==> src/rtl/hazard_forward_unit_pkg.sv <==
// Shared definitions for the hazard / forwarding unit.
// Holds the architectural register geometry, the forwarding-select encoding
// and small helpers that the top and the scoreboard both use.
package hazard_forward_unit_pkg;

    localparam int REG_ADDR_W    = 5;
    localparam int NUM_ARCH_REGS = 32;

    // Forwarding select value meaning "take the operand from the register file".
    localparam int SEL_RF = 0;

    localparam int          STALL_CNT_W   = 32;
    localparam logic [31:0] STALL_CNT_MAX = 32'hFFFF_FFFF;

    typedef logic [REG_ADDR_W-1:0]    reg_addr_t;
    typedef logic [NUM_ARCH_REGS-1:0] reg_mask_t;

    // One-hot mask selecting a single architectural register.
    function automatic reg_mask_t addr_bit(input reg_addr_t addr);
        reg_mask_t mask;
        mask       = '0;
        mask[addr] = 1'b1;
        return mask;
    endfunction

    // Increment that sticks at the all-ones value instead of wrapping.
    function automatic logic [STALL_CNT_W-1:0] sat_inc(input logic [STALL_CNT_W-1:0] val);
        return (val == STALL_CNT_MAX) ? val : (val + 32'd1);
    endfunction

endpackage

==> src/rtl/hazard_forward_unit_scoreboard.sv <==
// Multicycle-op scoreboard.
// Keeps one pending bit per architectural register for mul/div results that
// are still in flight, and flags a WAW hazard when a new issue targets a
// register that is still pending.
// Ports:
//   clk, rst_n         clock, async active-low reset
//   flush              clears every pending bit at the next edge
//   issue_valid/rd     multicycle op presented for issue
//   issue_accept       issue is actually taken this cycle (no stall)
//   done_valid/rd      multicycle result completing this cycle
//   pending            current pending bits (bit 0 always 0)
//   waw_hazard         issue targets a still-pending register
module hazard_scoreboard
    import hazard_forward_unit_pkg::*;
(
    input  logic      clk,
    input  logic      rst_n,
    input  logic      flush,
    input  logic      issue_valid,
    input  reg_addr_t issue_rd,
    input  logic      issue_accept,
    input  logic      done_valid,
    input  reg_addr_t done_rd,
    output reg_mask_t pending,
    output logic      waw_hazard
);

    reg_mask_t pending_q;
    reg_mask_t pending_d;

    // A completion of the same rd in this cycle frees the register, so no WAW.
    always_comb begin
        waw_hazard = issue_valid & pending_q[issue_rd] &
                     ~(done_valid & (done_rd == issue_rd));
    end

    // Next pending state: clear on completion first, then set on issue, so a
    // same-rd issue wins; flush discards everything.
    always_comb begin
        pending_d = pending_q;
        if (flush) begin
            pending_d = '0;
        end else begin
            pending_d = pending_q & ~(done_valid ? addr_bit(done_rd) : reg_mask_t'(0));
            pending_d = pending_d | ((issue_valid & issue_accept) ? addr_bit(issue_rd)
                                                                  : reg_mask_t'(0));
        end
        // x0 can never be the target of an outstanding write.
        pending_d[0] = 1'b0;
    end

    // Pending register.
    always_ff @(posedge clk or negedge rst_n) begin
        if (!rst_n) begin
            pending_q <= '0;
        end else begin
            pending_q <= pending_d;
        end
    end

    assign pending = pending_q;

endmodule

==> src/rtl/hazard_forward_unit.sv <==
// Hazard detection and operand forwarding for an in-order pipeline.
// For each read port, picks the youngest pipeline stage writing the source
// register (zero latency) and raises a stall for load-use, scoreboard
// (multicycle result outstanding) and WAW hazards.
// Ports:
//   clk, rst_n            clock, async active-low reset
//   rs_addr, rs_used      packed source addresses / port-really-reads flags
//   stage_rd/we/rdy       per-stage destination, write enable, result ready
//   mc_issue_*, mc_done_* multicycle op issue and completion
//   flush                 pipeline flush
//   fwd_sel               per-port select: 0 = register file, k = stage k
//   stall                 freeze decode/issue this cycle
//   pending               scoreboard bit per architectural register
//   stall_cycles          saturating count of stalled cycles
module hazard_forward_unit
    import hazard_forward_unit_pkg::*;
#(
    parameter int NUM_RD_PORTS = 2,
    parameter int NUM_STAGES   = 3,
    parameter int SEL_W        = 2
) (
    input  logic                               clk,
    input  logic                               rst_n,
    input  logic [NUM_RD_PORTS*REG_ADDR_W-1:0] rs_addr,
    input  logic [NUM_RD_PORTS-1:0]            rs_used,
    input  logic [NUM_STAGES*REG_ADDR_W-1:0]   stage_rd,
    input  logic [NUM_STAGES-1:0]              stage_we,
    input  logic [NUM_STAGES-1:0]              stage_rdy,
    input  logic                               mc_issue_valid,
    input  logic [REG_ADDR_W-1:0]              mc_issue_rd,
    input  logic                               mc_done_valid,
    input  logic [REG_ADDR_W-1:0]              mc_done_rd,
    input  logic                               flush,
    output logic [NUM_RD_PORTS*SEL_W-1:0]      fwd_sel,
    output logic                               stall,
    output logic [NUM_ARCH_REGS-1:0]           pending,
    output logic [STALL_CNT_W-1:0]             stall_cycles
);

    logic [NUM_RD_PORTS-1:0] load_use_s;
    logic [NUM_RD_PORTS-1:0] sb_haz_s;
    logic                    waw_s;
    reg_mask_t               pending_s;
    logic [STALL_CNT_W-1:0]  stall_cycles_q;
    logic [STALL_CNT_W-1:0]  stall_cycles_d;

    // Per-port youngest-match selection and load-use / scoreboard hazards.
    always_comb begin
        reg_addr_t        addr_v;
        logic [SEL_W-1:0] sel_v;
        logic             hit_v;
        logic             hit_rdy_v;
        fwd_sel    = '0;
        load_use_s = '0;
        sb_haz_s   = '0;
        addr_v     = '0;
        sel_v      = '0;
        hit_v      = 1'b0;
        hit_rdy_v  = 1'b1;
        for (int p = 0; p < NUM_RD_PORTS; p++) begin
            addr_v    = rs_addr[p*REG_ADDR_W +: REG_ADDR_W];
            sel_v     = SEL_W'(SEL_RF);
            hit_rdy_v = 1'b1;
            // Scan oldest to youngest so the youngest match overwrites.
            for (int k = NUM_STAGES; k >= 1; k--) begin
                hit_v = stage_we[k-1] &&
                        (stage_rd[(k-1)*REG_ADDR_W +: REG_ADDR_W] == addr_v) &&
                        (addr_v != '0);
                sel_v     = hit_v ? SEL_W'(k) : sel_v;
                hit_rdy_v = hit_v ? stage_rdy[k-1] : hit_rdy_v;
            end
            fwd_sel[p*SEL_W +: SEL_W] = sel_v;
            // Not-ready youngest match must stall; an older stage is never used instead.
            load_use_s[p] = rs_used[p] & ~hit_rdy_v;
            // A result arriving this cycle satisfies a pending source.
            sb_haz_s[p]   = rs_used[p] & pending_s[addr_v] &
                            ~(mc_done_valid & (mc_done_rd == addr_v));
        end
    end

    // Stall combines every hazard source; a flush cancels it.
    always_comb begin
        stall = ~flush & ((|load_use_s) | (|sb_haz_s) | waw_s);
    end

    hazard_scoreboard u_scoreboard (
        .clk          (clk),
        .rst_n        (rst_n),
        .flush        (flush),
        .issue_valid  (mc_issue_valid),
        .issue_rd     (mc_issue_rd),
        .issue_accept (~stall),
        .done_valid   (mc_done_valid),
        .done_rd      (mc_done_rd),
        .pending      (pending_s),
        .waw_hazard   (waw_s)
    );

    // Next value of the stalled-cycle counter.
    always_comb begin
        stall_cycles_d = stall_cycles_q;
        if (stall) begin
            stall_cycles_d = sat_inc(stall_cycles_q);
        end else begin
            stall_cycles_d = stall_cycles_q;
        end
    end

    // Stalled-cycle counter register.
    always_ff @(posedge clk or negedge rst_n) begin
        if (!rst_n) begin
            stall_cycles_q <= '0;
        end else begin
            stall_cycles_q <= stall_cycles_d;
        end
    end

    assign pending      = pending_s;
    assign stall_cycles = stall_cycles_q;

endmodule
==> config.mk <==
export PLATFORM = sky130hd
export DESIGN_NAME = hazard_forward_unit
export DESIGN_NICKNAME = d
export VERILOG_FILES = /design/src/rtl/hazard_forward_unit_pkg.sv /design/src/rtl/hazard_forward_unit_scoreboard.sv /design/src/rtl/hazard_forward_unit.sv
export SDC_FILE = /design/constraint.sdc
export NUM_CORES = 1
export LEC_CHECK = 0
export ABC_AREA = 1
export BUFFER_PORTS_ARGS = -buffer_cell sky130_fd_sc_hd__buf_2
export CAP_MARGIN = 0
export CORE_AREA = 2 2 125 103
export CTS_CLUSTER_DIAMETER = 200
export DETAILED_ROUTE_END_ITERATION = 12
export DIE_AREA = 0 0 127 105
export PLACE_DENSITY_LB_ADDON = 0.3
export SLEW_MARGIN = 20
export SYNTH_ARGS = -nofsm -noshare
export SYNTH_HDL_FRONTEND = slang
export SYNTH_SLANG_ARGS = --single-unit
==> constraint.sdc <==
create_clock -name clk -period 1.8 [get_ports clk]
set_input_delay 0.27 -clock clk [delete_from_list [all_inputs] [get_ports clk]]
set_output_delay 0.27 -clock clk [all_outputs]
set_load 0.02 [all_outputs]
Word level (Yosys, flattened, before mapping):

Index checks and enable logic that the tools add are counted.

* add/sub/neg operators: 1
* multiply operators: 0
* div/mod/pow operators: 0
* order comparisons: 6
* equality and inequality tests: 10
* shift operators: 0
* multiplexer cells: 25
* bitwise operators: 26
* reduce and logical (&&, ||, !) cells: 19

Operators by type and width (count)
* $mux 32: 3
* $eq 5x5->1: 9
* $add 32x1->32 const B: 1
* $and 32x32->32: 1
* $eq 32x32->1 const B: 1
* $not 32->32: 1
* $or 32x32->32: 1
* $lt 5x6->1 const B: 4
* $bmux 1 s5: 3
* $logic_and 1x1->1: 14
* $and 1x1->1: 13
* $mux 2: 6
* $mux 1: 11
* $demux 1 s5: 2
* $ge 5x1->1 const B: 2
* $reduce_bool 5->1: 2
* $not 1->1: 8
* $reduce_or 2->1: 2
* $or 1x1->1: 2
* $reduce_and 2->1: 1

* register bits: 63
* latch bits: 0
* memory bits (writable): 0
* ROM bits: 0
* input port bits: 48
* output and inout port bits: 69
* word-level logic and storage cells: 89
* memories kept: 0

Depth between registers and ports, before layout:

Gate-level depths: netlist (run 1).

* depth after elaboration: 17
* depth in mapped cells: 20
* mapped depth without buffers: 18

By module:

A second synthesis (run 1) with hierarchy kept.

* cells, all modules: 879
* area total of the unflattened synthesis: 5464.0 um^2

Modules (own cells, without submodules)
* hazard_forward_unit: instances 1, cells an instance 617, area each 3614.7 um^2, sequential area each 800.8 um^2
* hazard_scoreboard: instances 1, cells an instance 262, area each 1849.3 um^2, sequential area each 775.7 um^2

Least setup slack after synthesis (run 1):

OpenSTA, ideal clock, no wires.

* path kind: reg-to-reg
* start point: register stall_cycles_q[1] (netlist: stall_cycles[1])
* end point: register stall_cycles_q[22] (netlist: stall_cycles[22])
* setup time: 0.118 ns
* data arrival time: 1.943 ns
* required time: 1.682 ns
* setup slack: -0.261 ns
* cell stages (with the launch flop): 12
* path buffers: 1
* period minus slack after synthesis: 2.061 ns
* cells stage by stage: dfrtp_1 ha_1 inv_1 nor3_4 nand4_1 nor3_1 nand4_1 nor3_2 nand4_2 clkbuf_1 nand3_1 nand2_1

* word-level cells in the longest chain between the ends: 3
* elaborated cells on any way between the ends: 4
* classes of those cells: add/sub (1); eq/ne (1); bitwise (1); reduce/logical (1)

Ends and longest elaborated chain
* start: declaration: line hazard_forward_unit.sv:44 `logic [STALL_CNT_W-1:0] stall_cycles_q;`
* start signal: assignment: line hazard_forward_unit.sv:114 `stall_cycles_q <= stall_cycles_d;`
* branches (longest 3 deep; another with $add 32x1->32)

Parallel ways; which one is timed is not known.
A chain may end at the register's enable or synchronous reset.

Worst setup path in the final report (run 1):

* start point: register u_scoreboard.pending_q[16] (netlist: u_scoreboard.pending[16])
* end point: output port stall

* word-level cells in the longest chain between the ends: 8
* elaborated cells on any way between the ends: 16
* classes of those cells: mux (6); bitwise (9); reduce/logical (1)

Ends and longest elaborated chain
* start: declaration: line hazard_forward_unit_scoreboard.sv:28 `reg_mask_t pending_q;`
* start signal: assignment: line hazard_forward_unit_scoreboard.sv:57 `pending_q <= pending_d;`
* $bmux 1 s5: line hazard_forward_unit.sv:76 `sb_haz_s[p] = rs_used[p] & pending_s[addr_v] &`
* $mux 1 (not written as such): line hazard_forward_unit.sv:76
* $and 1x1->1 (2 in series): line hazard_forward_unit.sv:76
* $reduce_or 2->1: line hazard_forward_unit.sv:83 `stall = ~flush & ((|load_use_s) | (|sb_haz_s) | waw_s);`
* $or 1x1->1: line hazard_forward_unit.sv:83
* $or 1x1->1 (*): line hazard_forward_unit.sv:83
* $and 1x1->1 (*): line hazard_forward_unit.sv:83
* end: declaration: line hazard_forward_unit.sv:35 `output logic stall,`

Every way passes the cells marked *; elsewhere a longest branch is shown, timed or not. The select of a mux whose other input is x is not followed.

==> reports/results.ini, run 1 <==
[floorplan]
die_h_microns = 105
rows = 36
initial_core_util_pct = 45.6
dieArea_sq_um = 13300
die_w_microns = 127
coreArea_sq_um = 12000
io-pin-count = 117

[synth]
synth-edff-count = 0
synthAdderAreaFrac_pct = 0.229
yosysWarnings = 0
seq_area_frac_synth_pct = 28.9
synth_nets = 935
ys_async_sr_fraction_pct = 100
synthTopCellsByCount = nand2_1 (249), nand3_1 (135), inv_1 (97)
synth-main-ff-cell = dfrtp_1
yosys.area.top_type = dfrtp_1
synth_xor_area_share_pct = 6.41
netlist_area_sq_um = 5460
synthCells = 886
syn_avg_cell_area_sq_um = 6.17
synth.area.top_cells = dfrtp_1 (29%), nand2_1 (17%), nand3_1 (12%)
synth-simple-area-share_pct = 41.3
synth_mux_area_share_pct = 0
synth_cell_types = 40
ys_seq_elements = 63
synth_top_family_by_area = simple AND/OR/NAND/NOR gates
yosysMostFrequentCell = nand2_1
synth_compound_area_share_pct = 12.1
netlist.area_leader.share_pct = 28.9

[timing]
clock.fmax_mhz = 461
clock_skew_ns = 0.00893
fin_crit_sh_pct = 121
slew_violations = 0
fin_ws_ns = -0.372
setup_viol = 64
finalHoldViolCount = 0
min_period_ns = 2.17
rsz0062_at_grt = yes

[global_route]
grt_max_degree = 50
grt_pass1_wl_microns = 36100
grt_pass1_vias = 6809
grt_overflow = 0
grt_usage_pct = 34.6
antenna_found_initial = 1

[worst_setup_path]
regToRegStartpoint = stall_cycles[0]$_DFFE_PN0P_
endpoint_kind = output pin
r2r_end = stall_cycles[1]$_DFFE_PN0P_
start_kind = register
rrSetupSlack_ns = -0.35
path_max_fanout = 3
critPathKind = reg -> out
r2r_cells = 13
cp_data_arrival_time_ns = 1.90
required_ns = 1.53

[detailed_routing]
totalWireLength_microns = 23100
ant_nets = 0
vias = 7419
routedWlPerCell_microns = 17.5
drt_first_pass_iters = 8
avgViaCountPerCell = 5.61
drt_iter0_drc = 880
drc_errors = 0

[power_and_ir_drop]
share_comb_of_total_power_pct = 30.4
p_clk_share_pct = 38.4
p_int_mw = 3.31
swShare_pct = 31.8
ir_drop_mv = 0.528
power.switching_mw = 1.55
sequentialPowerShare_pct = 31.2
total_leakage_power_nw = 4.33
p_per_area_nw_per_um2 = 585

[cts]
root_buffer = clkbuf_16
clockBufferDepth = 2
cts_inserted_buffers = 9
clkTransAtPathRegs_ns = 0.06
cts.sinks = 63
worstSkewPairLatency_ns = 0.35
cts.htree.levels = 3
cts_tree = done

[finish]
fin_util_pct = 69.4
area_delta_synth_final_pct = 52.3
drive_above_1_share_pct = 36.7
finalNetCount = 1215
multi_input_area_sq_um = 3590
fill_cells = 1047
seqCellArea_sq_um = 1590

[outcome]
violations = negative setup slack
status = finished with violations

[worst_hold_path]
hold_class = in -> async

[flow_run]
cap_viol_max_count = 0

[place]
dp_hpwl_microns = 17100
port_buffers = 115
gp_congestion = 1.07
place_ws_ns = -0.402

[power by group through the flow]
stage,Clock [mW],Sequential (mW),Combinational (mW)
after global placement,0,1.54,1.28
after global routing,1.95,1.52,1.58
final,1.87,1.52,1.48
after CTS,1.88,1.51,1.37
after floorplan,0,1.63,0.553
after detailed placement,0,1.54,1.29
[through the flow]
stage	hold slack (ns)	instances	power [mW]	area (sq um)	setup TNS [ns]
finish	0.389	1323	4.86	8320	-17.40
global route	0.415	1323	5.06	8320	-24.15
CTS	0.386	1319	4.76	8110	-14.73
detailed placement	0.209	1295	2.83	7480	-21.66
global placement	0.211	1295	2.81	7480	-18.08
floorplan	-0.0256	886	2.18	5500	-3.11
[kinds of logic after synthesis]
kind of cell	count (synthesis)
other cells	1
fa+ha+maj	1
xor+xnor	40
compound gates	122
buf+inv	140
flops	63
simple gates	519
[placed cells by master (no fill, tap or decap), types with 2 or more instances in the layout]
master,n
nand3_1,112
buf_2,111
o21ai_1,6
buf_6,6
a21oi_1,29
nand2_2,25
buf_12,8
nor4_1,8
nor2_4,3
inv_4,3
o22ai_1,21
xor2_1,28
nand2_4,3
nand2_1,223
nand3_2,24
a21oi_2,17
clkbuf_16,10
xnor2_1,12
clkbuf_1,3
nand4_1,5
o21ai_0,40
nor2_1,74
o211ai_1,5
nor2_2,6
buf_16,3
nor3_1,29
inv_1,80
dfrtp_1,56
dfrtp_2,7
buf_4,172
inv_2,20
bufinv_16,2
[repair_timing]
item                                   4_1_cts  5_1_grt
hold buffers                                 1        0
setup buffers                                4        2
endpoints found under the hold margin       14        0
resized for setup                           55       60
pin swaps                                    8       14
setup endpoints to repair                   65       68
cloned                                       4        1
[how the worst max path moves through the flow]
stage / end / start / cells after the start
2_1_floorplan: stall_cycles[20]$_DFFE_PN0P_ / stall_cycles[0]$_DFFE_PN0P_ / 11
3_3_place_gp: u_scoreboard.pending[2]$_DFF_PN0_ / rs_addr[5] / 18
3_5_place_dp: u_scoreboard.pending[5]$_DFF_PN0_ / rs_addr[5] / 18
4_1_cts: stall / u_scoreboard.pending[16]$_DFF_PN0_ / 12
5_1_grt: stall_cycles[3]$_DFFE_PN0P_ / stall_cycles[0]$_DFFE_PN0P_ / 13
6_report: stall / u_scoreboard.pending[16]$_DFF_PN0_ / 12
[flip-flops by register name (all words and copies together), names as in the netlist]
signal	flops
stall_cycles	32
u_scoreboard.pending	31
[layer usage]
| metal | routed length, microns | vias up | GRT usage [%] |
|---|---|---|---|
| met4 | 569 | 0 | 11.3 |
| li1 | - | 3460 | - |
| met1 | 10200 | 3406 | 50.9 |
| met3 | 3120 | 63 | 11.7 |
| met5 | 0 | - | 0 |
| met2 | 9230 | 490 | 47.2 |
[cell type report]
cell class	instances	area share [%]
multi-input combinational	683	43.2
timing repair buffer	305	27.0
sequential	63	19.1
inverter	104	4.78
clock buffer	12	2.84
tap	152	2.29
clock inverter	3	0.827
antenna	1	0.0301
[worst max-delay path, stage by stage, from the launching register on]
cell,delay [ns]
dfrtp_1,0.45
buf_6,0.15
a21oi_2,0.10
nand3_1,0.10
nand3_1,0.08
nand3_1,0.10
nand3_2,0.09
nand2_1,0.06
nand2_1,0.09
nand3_2,0.10
nand2_4,0.09
inv_4,0.03
buf_6,0.12
Note: power is estimated with default switching activity, not from simulation.
==> run 2, diff against run 1 <==
--- a/config.mk
+++ b/config.mk
@@ -8,10 +8,10 @@
 export ABC_AREA = 1
 export BUFFER_PORTS_ARGS = -buffer_cell sky130_fd_sc_hd__buf_2
 export CAP_MARGIN = 0
-export CORE_AREA = 2 2 125 103
-export CTS_CLUSTER_DIAMETER = 200
+export CORE_AREA = 2 2 134 110
+export CTS_CLUSTER_DIAMETER = 120
 export DETAILED_ROUTE_END_ITERATION = 12
-export DIE_AREA = 0 0 127 105
+export DIE_AREA = 0 0 136 112
 export PLACE_DENSITY_LB_ADDON = 0.3
 export SLEW_MARGIN = 20
 export SYNTH_ARGS = -nofsm -noshare
==> reports/results.ini, run 2 (same netlist as run 1, synthesis figures left out) <==
[outcome]
status = finished with violations  ; unchanged
violations = negative setup slack  ; unchanged

[power_and_ir_drop]
power.switching_mw = 1.65  ; was 1.55 mW
ir_drop_mv = 0.712  ; was 0.528 mV
total_leakage_power_nw = 4.43  ; was 4.33 nW
p_int_mw = 3.37  ; was 3.31 mW
p_clk_share_pct = 38.4  ; about the same
swShare_pct = 32.8  ; was 31.8%
p_per_area_nw_per_um2 = 564  ; was 585 nW/um^2
share_comb_of_total_power_pct = 31.5  ; was 30.4%
sequentialPowerShare_pct = 30.1  ; was 31.2%

[global_route]
grt_overflow = 0  ; unchanged
antenna_found_initial = 0  ; was 1
grt_usage_pct = 32.1  ; was 34.6%
grt_max_degree = 64  ; was 50
grt_pass1_wl_microns = 37500  ; was 36100 microns
grt_pass1_vias = 6912  ; was 6809

[floorplan]
die_w_microns = 136  ; was 127 microns
initial_core_util_pct = 39.1  ; was 45.6%
die_h_microns = 112  ; was 105 microns
dieArea_sq_um = 15200  ; was 13300 sq um
rows = 39  ; was 36
coreArea_sq_um = 14000  ; was 12000 sq um
io-pin-count = 117  ; unchanged

[worst_setup_path]
r2r_cells = 12  ; was 13
required_ns = 2.04  ; was 1.53 ns
start_kind = register  ; unchanged
cp-endpoint = stall_cycles[14]$_DFFE_PN0P_  ; was stall
rrSetupSlack_ns = -0.41  ; was -0.35 ns
r2r_end = stall_cycles[14]$_DFFE_PN0P_  ; was stall_cycles[1]$_DFFE_PN0P_
setup.worst_path.start = stall_cycles[0]$_DFFE_PN0P_  ; was u_scoreboard.pending[16]$_DFF_PN0_
endpoint_kind = register  ; was output pin
path_max_fanout = 7  ; was 3
cp_data_arrival_time_ns = 2.44  ; was 1.90 ns
regToRegStartpoint = stall_cycles[0]$_DFFE_PN0P_  ; unchanged
critPathKind = reg -> reg  ; was reg -> out

[finish]
antenna_cells = 0  ; was 1
area_delta_synth_final_pct = 63.1  ; was 52.3%
layout_common_cells = nand2_1 (241), buf_4 (183), buf_2 (111), inv_1 (79), nor2_1 (74)  ; was nand2_1 (223), buf_4 (172), nand3_1 (112), buf_2 (111), inv_1 (80)
multi_input_area_sq_um = 3990  ; was 3590 sq um
drive_above_1_share_pct = 40.6  ; was 36.7%
largest_reg_flops = 32  ; unchanged
fin_util_pct = 63.8  ; was 69.4%
final_common_cell = nand2_1  ; unchanged
final_area_sq_um = 8910  ; was 8320 sq um
final_cell_count_no_fill = 1370  ; was 1323
finalNetCount = 1230  ; was 1215
seqCellArea_sq_um = 1580  ; was 1590 sq um
fill_cells = 1273  ; was 1047

[place]
place_ws_ns = -0.361  ; was -0.402 ns
dp_hpwl_microns = 17500  ; was 17100 microns
gp_congestion = 0.970  ; was 1.07
post_dp_cell_area_sq_um = 7510  ; was 7480 sq um
placed_cells = 1332  ; was 1295
port_buffers = 115  ; unchanged

[timing]
fin_crit_sh_pct = 123  ; was 121%
relSlewSlack_pct = 52.7
clock.fmax_mhz = 453  ; was 461 MHz
setup_viol = 64  ; unchanged
finalHoldViolCount = 0  ; unchanged
fin_ws_ns = -0.407  ; was -0.372 ns
min_period_ns = 2.21  ; was 2.17 ns
rsz0062_at_grt = yes  ; unchanged
hold-worst-slack_ns = 0.460  ; was 0.389 ns
worst_pin_slew_ns = 0.710
clock_skew_ns = 0.0102  ; was 0.00893 ns
slew_violations = 0  ; unchanged

[cts]
cts.htree.levels = 3  ; unchanged
cts_inserted_buffers = 9  ; unchanged
cts_tree = done  ; unchanged
clkTransAtPathRegs_ns = 0.06  ; about the same
clockBufferDepth = 2  ; unchanged
cts.sinks = 63  ; unchanged
root_buffer = clkbuf_16  ; unchanged
worstSkewPairLatency_ns = 0.35  ; about the same

[detailed_routing]
avgViaCountPerCell = 5.46  ; was 5.61
routedWlPerCell_microns = 18.5  ; was 17.5 microns
drt_iter0_drc = 939  ; was 880
vias = 7474  ; was 7419
ant_nets = 0  ; unchanged
drt_first_pass_iters = 6  ; was 8
totalWireLength_microns = 25300  ; was 23100 microns
drc_errors = 0  ; unchanged

[worst_hold_path]
hold_class = in -> async  ; unchanged

[flow_run]
cap_viol_max_count = 0  ; unchanged

run 2: cell types whose count changed in the layout (fill, tap and decap cells not counted), moves of 3 or more:
cell / change
buf_4: +11
nand2_1: +18
a21oi_1: -13
nand3_1: -40
nand2_2: -16
dfrtp_1: +3
a21oi_2: +13
nand3_2: +19
nand3_4: +21
dfrtp_2: -3
run 2: area by class of cell:
class,instances,area share [%]
multi-input combinational,685,44.8
tap,184,2.58
inverter,104,4.48
clock inverter,5,0.913
sequential,63,17.8
clock buffer,11,2.73
timing repair buffer,318,26.7
run 2: critical path, stage by stage (launching register included):
cell and delay, ns:
dfrtp_2 0.38, ha_4 0.16, inv_4 0.04, nor3_4 0.15, nand4_1 0.13, nor3_2 0.17
nand4_1 0.20, nor3_2 0.24, nand4_4 0.14, buf_12 0.19, clkbuf_16 0.17, nand3_2 0.08
nand2_1 0.05
run 2: worst min-delay path by stage:
| stage | start | to | cells past startpoint |
|---|---|---|---|
| after floorplan | rst_n | stall_cycles[0]$_DFFE_PN0P_ | 0 |
| after global placement | rst_n | u_scoreboard.pending[15]$_DFF_PN0_ | 2 |
| after detailed placement | rst_n | u_scoreboard.pending[15]$_DFF_PN0_ | 2 |
| after CTS | rst_n | u_scoreboard.pending[13]$_DFF_PN0_ | 3 |
| after global routing | rst_n | u_scoreboard.pending[13]$_DFF_PN0_ | 3 |
| final | rst_n | u_scoreboard.pending[13]$_DFF_PN0_ | 3 |
run 2: timing repair:
item,in CTS,in global routing
hold endpoints to repair,63,0
pin swaps,28,54
setup buffers,8,4
gates resized for setup,54,125
endpoints found under the setup margin,64,67
cloned,6,3
hold buffers,1,0
run 2: layer usage:
metal | track usage, % | wire length [microns]
met4 | 9.79 | 605
met5 | 0 | 0
met2 | 44.0 | 10500
met1 | 48.4 | 11500
met3 | 9.06 | 2810
run 2: power by group through the flow:
stage               combinational, mW  clock, mW  sequential, mW
global route                     1.69       2.01            1.52
global placement                 1.28          0            1.54
finish                           1.58       1.93            1.51
floorplan                       0.553          0            1.63
CTS                              1.41       1.94            1.51
detailed placement               1.29          0            1.54
run 2: per-stage QoR:
step           setup TNS, ns  power (mW)
6_report              -20.94        5.02
5_1_grt               -27.14        5.22
4_1_cts               -14.78        4.87
3_5_place_dp          -19.91        2.83
3_3_place_gp          -17.71        2.82
2_1_floorplan          -3.11        2.18
